### src/rtl/sys_timer_periph.sv
// Memory-mapped 32-bit down-counting timer with prescaler, auto-reload/one-shot modes,
// compare toggle pin and level interrupt. Combinational reads, edge-applied writes.
module sys_timer_periph #(
  parameter logic [31:0] BASE_ADDR = 32'h0000_0100
) (
  input  logic        clk,
  input  logic        rst,
  input  logic [31:0] sys_w_addr,
  input  logic [31:0] sys_w_line,
  input  logic        sys_write,
  input  logic [31:0] sys_r_addr,
  input  logic        sys_read,
  output logic [31:0] sys_r_line,
  output logic        tmr_out,
  output logic        irq
);

  localparam logic [2:0] IdxCtrl    = 3'd0;
  localparam logic [2:0] IdxPresc   = 3'd1;
  localparam logic [2:0] IdxCount   = 3'd2;
  localparam logic [2:0] IdxReload  = 3'd3;
  localparam logic [2:0] IdxCompare = 3'd4;
  localparam logic [2:0] IdxStatus  = 3'd5;

  logic [4:0]  ctrl_q, ctrl_d;
  logic [15:0] presc_q, presc_d;
  logic [15:0] pcnt_q, pcnt_d;
  logic [31:0] count_q, count_d;
  logic [31:0] reload_q, reload_d;
  logic [31:0] compare_q, compare_d;
  logic [1:0]  status_q, status_d;
  logic        out_q, out_d;

  logic        w_sel, r_sel, tick;
  logic [2:0]  w_idx, r_idx;
  logic [1:0]  set_flags;
  logic        unused_addr_lsbs;

  assign w_sel = sys_write && (sys_w_addr[31:5] == BASE_ADDR[31:5]);
  assign r_sel = sys_read && (sys_r_addr[31:5] == BASE_ADDR[31:5]);
  assign w_idx = sys_w_addr[4:2];
  assign r_idx = sys_r_addr[4:2];
  assign unused_addr_lsbs = ^{sys_w_addr[1:0], sys_r_addr[1:0]};

  assign tick = ctrl_q[0] && (pcnt_q == presc_q);

  always_comb begin
    ctrl_d    = ctrl_q;
    presc_d   = presc_q;
    pcnt_d    = pcnt_q;
    count_d   = count_q;
    reload_d  = reload_q;
    compare_d = compare_q;
    status_d  = status_q;
    out_d     = out_q;
    set_flags = 2'b00;

    if (ctrl_q[0]) pcnt_d = tick ? 16'd0 : pcnt_q + 16'd1;

    if (tick) begin
      if (count_q == compare_q) begin
        set_flags[1] = 1'b1;
        out_d        = ~out_q;
      end
      if (count_q == 32'd0) begin
        count_d      = reload_q;
        set_flags[0] = 1'b1;
        if (ctrl_q[1]) ctrl_d[0] = 1'b0;
      end else begin
        count_d = count_q - 32'd1;
      end
    end

    // Bus writes override the tick's own updates; flag sets still win over W1C below.
    if (w_sel) begin
      case (w_idx)
        IdxCtrl:    ctrl_d    = sys_w_line[4:0];
        IdxPresc: begin
          presc_d = sys_w_line[15:0];
          pcnt_d  = 16'd0;
        end
        IdxCount:   count_d   = sys_w_line;
        IdxReload:  reload_d  = sys_w_line;
        IdxCompare: compare_d = sys_w_line;
        IdxStatus:  status_d  = status_q & ~sys_w_line[1:0];
        default:    ;
      endcase
    end

    status_d = status_d | set_flags;
  end

  always_ff @(posedge clk) begin
    if (rst) begin
      ctrl_q    <= '0;
      presc_q   <= '0;
      pcnt_q    <= '0;
      count_q   <= '0;
      reload_q  <= '0;
      compare_q <= '0;
      status_q  <= '0;
      out_q     <= 1'b0;
    end else begin
      ctrl_q    <= ctrl_d;
      presc_q   <= presc_d;
      pcnt_q    <= pcnt_d;
      count_q   <= count_d;
      reload_q  <= reload_d;
      compare_q <= compare_d;
      status_q  <= status_d;
      out_q     <= out_d;
    end
  end

  always_comb begin
    sys_r_line = 32'd0;
    if (r_sel) begin
      case (r_idx)
        IdxCtrl:    sys_r_line = {27'd0, ctrl_q};
        IdxPresc:   sys_r_line = {16'd0, presc_q};
        IdxCount:   sys_r_line = count_q;
        IdxReload:  sys_r_line = reload_q;
        IdxCompare: sys_r_line = compare_q;
        IdxStatus:  sys_r_line = {30'd0, status_q};
        default:    sys_r_line = 32'd0;
      endcase
    end
  end

  assign tmr_out = out_q & ctrl_q[2];
  assign irq     = (status_q[0] & ctrl_q[3]) | (status_q[1] & ctrl_q[4]);

endmodule

### config.mk
export PLATFORM = sky130hd
export DESIGN_NAME = sys_timer_periph
export DESIGN_NICKNAME = d
export VERILOG_FILES = /design/src/rtl/sys_timer_periph.sv
export SDC_FILE = /design/constraint.sdc
export NUM_CORES = 1
export LEC_CHECK = 0
export CAP_MARGIN = 15
export CORE_MARGIN = 3
export CORE_UTILIZATION = 49
export CTS_CLUSTER_DIAMETER = 150
export DETAILED_ROUTE_END_ITERATION = 10
export PLACE_DENSITY = 0.79
export SLEW_MARGIN = 20
export SYNTH_ARGS = -nofsm -noshare
export SYNTH_HDL_FRONTEND = slang
export SYNTH_SLANG_ARGS = --single-unit
### constraint.sdc
create_clock -name clk -period 2.4 [get_ports clk]
set_input_delay 0.48 -clock clk [delete_from_list [all_inputs] [get_ports clk]]
set_output_delay 0.48 -clock clk [all_outputs]
set_load 0.05 [all_outputs]
==> results.env, run 1 <==
RUN_STATUS='finished with violations'
VIOLATIONS_IN_THE_FINAL_REPORTS='negative setup slack'
DRC=0
YOSYSSEQAREASHARE=0.334
DETAILROUTE.VIA_COUNT=9057
CELL_TYPE_WITH_THE_LARGEST_TOTAL_AREA_AFTER_SYNTHESIS='sky130_fd_sc_hd__dfxtp_1'
FINAL_UTIL=0.744
TOTALWIRELENGTH_MM=30.4
ROOT_BUFFER='sky130_fd_sc_hd__clkbuf_16'
CLOCK_POWER_SHARE=0.490
CP.ARRIVAL_NS=2.74
ROWS=46
CELLINTERNALPOWER_mW=4.01
P_COMB_FRAC=0.076
PLACE_CONGESTION=0.909
GR-MAX-USAGE-LAYER='met2'
SYNTHMUXAREASHARE=0.105
GRT_UTIL_MET3=0.0648
DRV_CAP=0
SYNTH_EDF_COUNT=0
ASYNC_RESET_FF_FRAC=0
DIEHEIGHT_UM=135
CTS_TREE='built'
CTS_HOLD_BUF=0
GRT_ANTENNA_BEFORE_REPAIR=0
TOTAL_POWER_mW=5.21
PWR_DENSITY_CELL_nW_PER_UM2=435
SETUP.WORST_PATH.END_CLASS='register'
CP_NUM_BUF_INV=1
MULTI_INPUT_AREA_UM2=5530
SYNTH_ADDER_AREA_SHARE=0.00460
SYN-CELL-AREA_UM2=8160
GRT_USE_TOTAL=0.319
BUFFER_PORTS.INSERTED=129
IO_PINS=134
TIMING.CRITICAL_PATH.FROM_TYPE='register'
FINAL_COMMON_CELL='sky130_fd_sc_hd__dfxtp_1'
POWER_LEAKAGE_nW=4.42
XOR_XNOR_SHARE_OF_THE_SYNTHESIZED_AREA=0.0709
DRT_PASS1_ITERATIONS=6
PLACE.DETAILED.INSTANCES=1395
SYNTH_TOP_FAMILY_BY_AREA='simple AND/OR/NAND/NOR gates'
CTSHTREEMAXLEVEL=4
FINAL_SETUP_SLACK_OF_THE_WORST_PATH_NS=-0.0343
TIMING_WORST_SLEW_PIN_VALUE_NS=0.567
CTS.SINK_COUNT=136
DIODES=0
GR-USAGE-MET2=0.522
SYN_NETS=1134
LAYOUT_COMMON_CELLS='sky130_fd_sc_hd__dfxtp_1 (134), sky130_fd_sc_hd__nand2_1 (129), sky130_fd_sc_hd__nor2_1 (122)'
SLOWEST_DELAY_NS=0.65
FINAL-MAX-SLEW-VIOLATION-COUNT=0
CTS_BUFFER_DEPTH=2
NETSWITCHINGFRACTION=0.229
GRT_FIRST_PASS_WIRELENGTH_MM=46.1
PATH_DELAY_FAMILY='simple AND/OR/NAND/NOR gates'
SYNTH.AVG_CELL_AREA_UM2=7.91
CRITPATHKIND='reg -> reg'
GRT_MAX_DEGREE=51
DRTANTENNAVIOLNETS=0
POWER_FRAC_SEQ=0.434
DRT-WIRELENGTH-PER-CELL_UM=21.0
CLKLATENCYLATEPIN_NS=0.43
ROUTED_VIA_DENSITY=6.25
PATH_CELLS='or4_4 -> nor3_4 -> nand4_4 -> buf_12 -> mux2_2 -> mux2i_1 -> a211oi_1'
CP_MAX_FO=12
POST_SYNTH_AND_OR_NAND_NOR_AREA_FRACTION=0.275
CTS_BUFFERS=17
TIMING.CRITICAL_PATH.REQUIRED_NS=2.70
SYNTH_TOP_CELLS_BY_AREA='sky130_fd_sc_hd__dfxtp_1 (33%), sky130_fd_sc_hd__mux2i_1 (7.9%), sky130_fd_sc_hd__nor2_1 (6.8%)'
FINAL.SETUP_SKEW_NS=0.00703
FLOORPLAN.DIE.WIDTH_UM=135
NFILLCELLS=1052
DR.FIRST_ITER.DRC_COUNT=1151
YS.WARNINGS.COUNT=0
VDD_DROP_MAX_uV=556
CLK_TRANSITION_REPORTED_PATHS_NS=0.06
YS_TYPES=70
GROUTE.LAYER.MET1.USAGE=0.410
HOLD_VIOL=0
P_SWITCHING_mW=1.19
FIN_CRIT_NS=2.43
TNS_NS=-0.116
NNETSFINAL=1324
SEQUENTIAL_CELL_AREA_IN_THE_FINAL_LAYOUT_UM2=2730
REPORT.FINAL.SETUP_VIOL=7
DIEAREA_UM2=18200
SLEW_MARGIN_REL=0.622
MAXCLOCKFREQUENCY_MHz=411
CORE_REGION_AREA_UM2=16100
AREA.GROWTH.SYNTH_TO_FINAL_PCT=46.6
CPMAXSTAGEDELAYCELL='sky130_fd_sc_hd__or4_4'
FIRST_GLOBAL_VIAS=8670
FINAL_WORST_PATH_CYCLE_SHARE=1.01
POSTSYNTHREGISTERBITS=136
MIN_PATH_TYPE='reg -> reg'
DRIVE_ABOVE_1_SHARE=0.280
SYN-INSTANCE-COUNT=1031
FLOORPLAN.INITIALDENSITY=0.508
SYNTH_FF_TYPE='sky130_fd_sc_hd__dfxtp_1'
GRT_SETUP_UNREPAIRED='yes'
SYNTH_LARGEST_TYPE_AREA_FRACTION=0.334
GRT_REMAINING_OVERFLOW=0
DETAILEDPLACEMENTHPWL_MM=20.0
FINAL_CELL_COUNT_WITHOUT_FILLERS=1450
SYNTH-COMPOUND-AREA-SHARE=0.157
-- path summary, 6_finish.rpt --
check | startpoint | cells after the start | end | slack, ns
max | count_q[6] | 7 | count_q[3] | -0.03
min | reload_q[10] | 2 | reload_q[10] | 0.47
max reg2reg | count_q[6] | 7 | count_q[3] | -0.03
min reg2reg | reload_q[10] | 2 | reload_q[10] | 0.47
-- final cells by class --
| cell class | count | area share |
|---|---|---|
| Multi-Input combinational cell | 794 | 0.462 |
| Clock inverter | 8 | 0.00576 |
| Clock buffer | 24 | 0.0420 |
| Timing Repair Buffer | 258 | 0.234 |
| Tap cell | 216 | 0.0226 |
| Sequential cell | 136 | 0.228 |
| Inverter | 14 | 0.00461 |
-- kinds of logic after synthesis --
| family | count (synthesis) |
|---|---|
| and+or+nand+nor | 444 |
| AOI/OAI and AO/OA | 199 |
| DFF | 136 |
| buffers and inverters | 101 |
| muxes | 82 |
| xor gates and xnor gates | 66 |
| adders and majority gates | 3 |
-- Yosys cell counts (13+ instances only) --
| cell type | n |
|---|---|
| sky130_fd_sc_hd__a211oi_1 | 25 |
| sky130_fd_sc_hd__a21oi_1 | 82 |
| sky130_fd_sc_hd__a22oi_1 | 18 |
| sky130_fd_sc_hd__and3_1 | 20 |
| sky130_fd_sc_hd__buf_2 | 15 |
| sky130_fd_sc_hd__clkbuf_1 | 65 |
| sky130_fd_sc_hd__dfxtp_1 | 136 |
| sky130_fd_sc_hd__inv_1 | 13 |
| sky130_fd_sc_hd__mux2_2 | 17 |
| sky130_fd_sc_hd__mux2i_1 | 64 |
| sky130_fd_sc_hd__nand2_1 | 131 |
| sky130_fd_sc_hd__nand3_1 | 17 |
| sky130_fd_sc_hd__nand4_1 | 25 |
| sky130_fd_sc_hd__nor2_1 | 148 |
| sky130_fd_sc_hd__nor3_1 | 23 |
| sky130_fd_sc_hd__nor4_1 | 18 |
| sky130_fd_sc_hd__nor4_2 | 18 |
| sky130_fd_sc_hd__o21ai_0 | 15 |
| sky130_fd_sc_hd__xnor2_1 | 50 |
| sky130_fd_sc_hd__xor2_1 | 16 |
-- registers in the layout, indices dropped and copies added, names as in the netlist --
name,cells
out_q,1
ctrl_q,5
status_q,2
count_q,32
reload_q,32
pcnt_q,16
presc_q,16
compare_q,32
-- routing by layer --
layer / wire length (um) / vias to the layer above / part of all wire
li1: - / 4044 / -
met1: 11800 / 4309 / 0.39
met2: 14400 / 575 / 0.47
met3: 2770 / 129 / 0.091
met4: 1450 / 0 / 0.048
met5: 0 / - / 0
-- power by group through the flow --
stage / Clock (mW) / Combinational [mW] / Sequential [mW]
2_1_floorplan: 0 / 0.107 / 2.31
3_3_place_gp: 0 / 0.363 / 2.31
3_5_place_dp: 0 / 0.368 / 2.31
4_1_cts: 2.55 / 0.372 / 2.26
5_1_grt: 2.66 / 0.412 / 2.26
6_report: 2.55 / 0.397 / 2.26
-- tightest hold or removal path, delay by kind of cell (launching register included) --
family	cells	cell delay, ns
AOI/OAI and AO/OA	1	0.05
and+or+nand+nor	1	0.05
DFF	1	0.32
-- metrics by stage --
stage / hold slack, ns / setup WS, ns / instance area (um2)
detailed placement: 0.465 / -0.322 / 10900
floorplan: 0.438 / -0.352 / 8490
finish: 0.468 / -0.0343 / 12000
global placement: 0.450 / -0.300 / 10900
CTS: 0.473 / -0.0885 / 11700
global route: 0.485 / -0.122 / 12000
-- repair_timing --
| action | in CTS | in global routing |
|---|---|---|
| cloned | 3 | 4 |
| pin swaps | 15 | 25 |
| buffers inserted | 4 | 13 |
| resized for setup | 69 | 88 |
| endpoints found under the setup margin | 37 | 71 |
No activity file was read; power rests on OpenSTA's default activity.
==> run 2: changes to the inputs <==
TNS_END_PERCENT = 100   (was default)
==> results of run 2 <==
The final DEF is identical to that of run 1; final timing and power are the same.
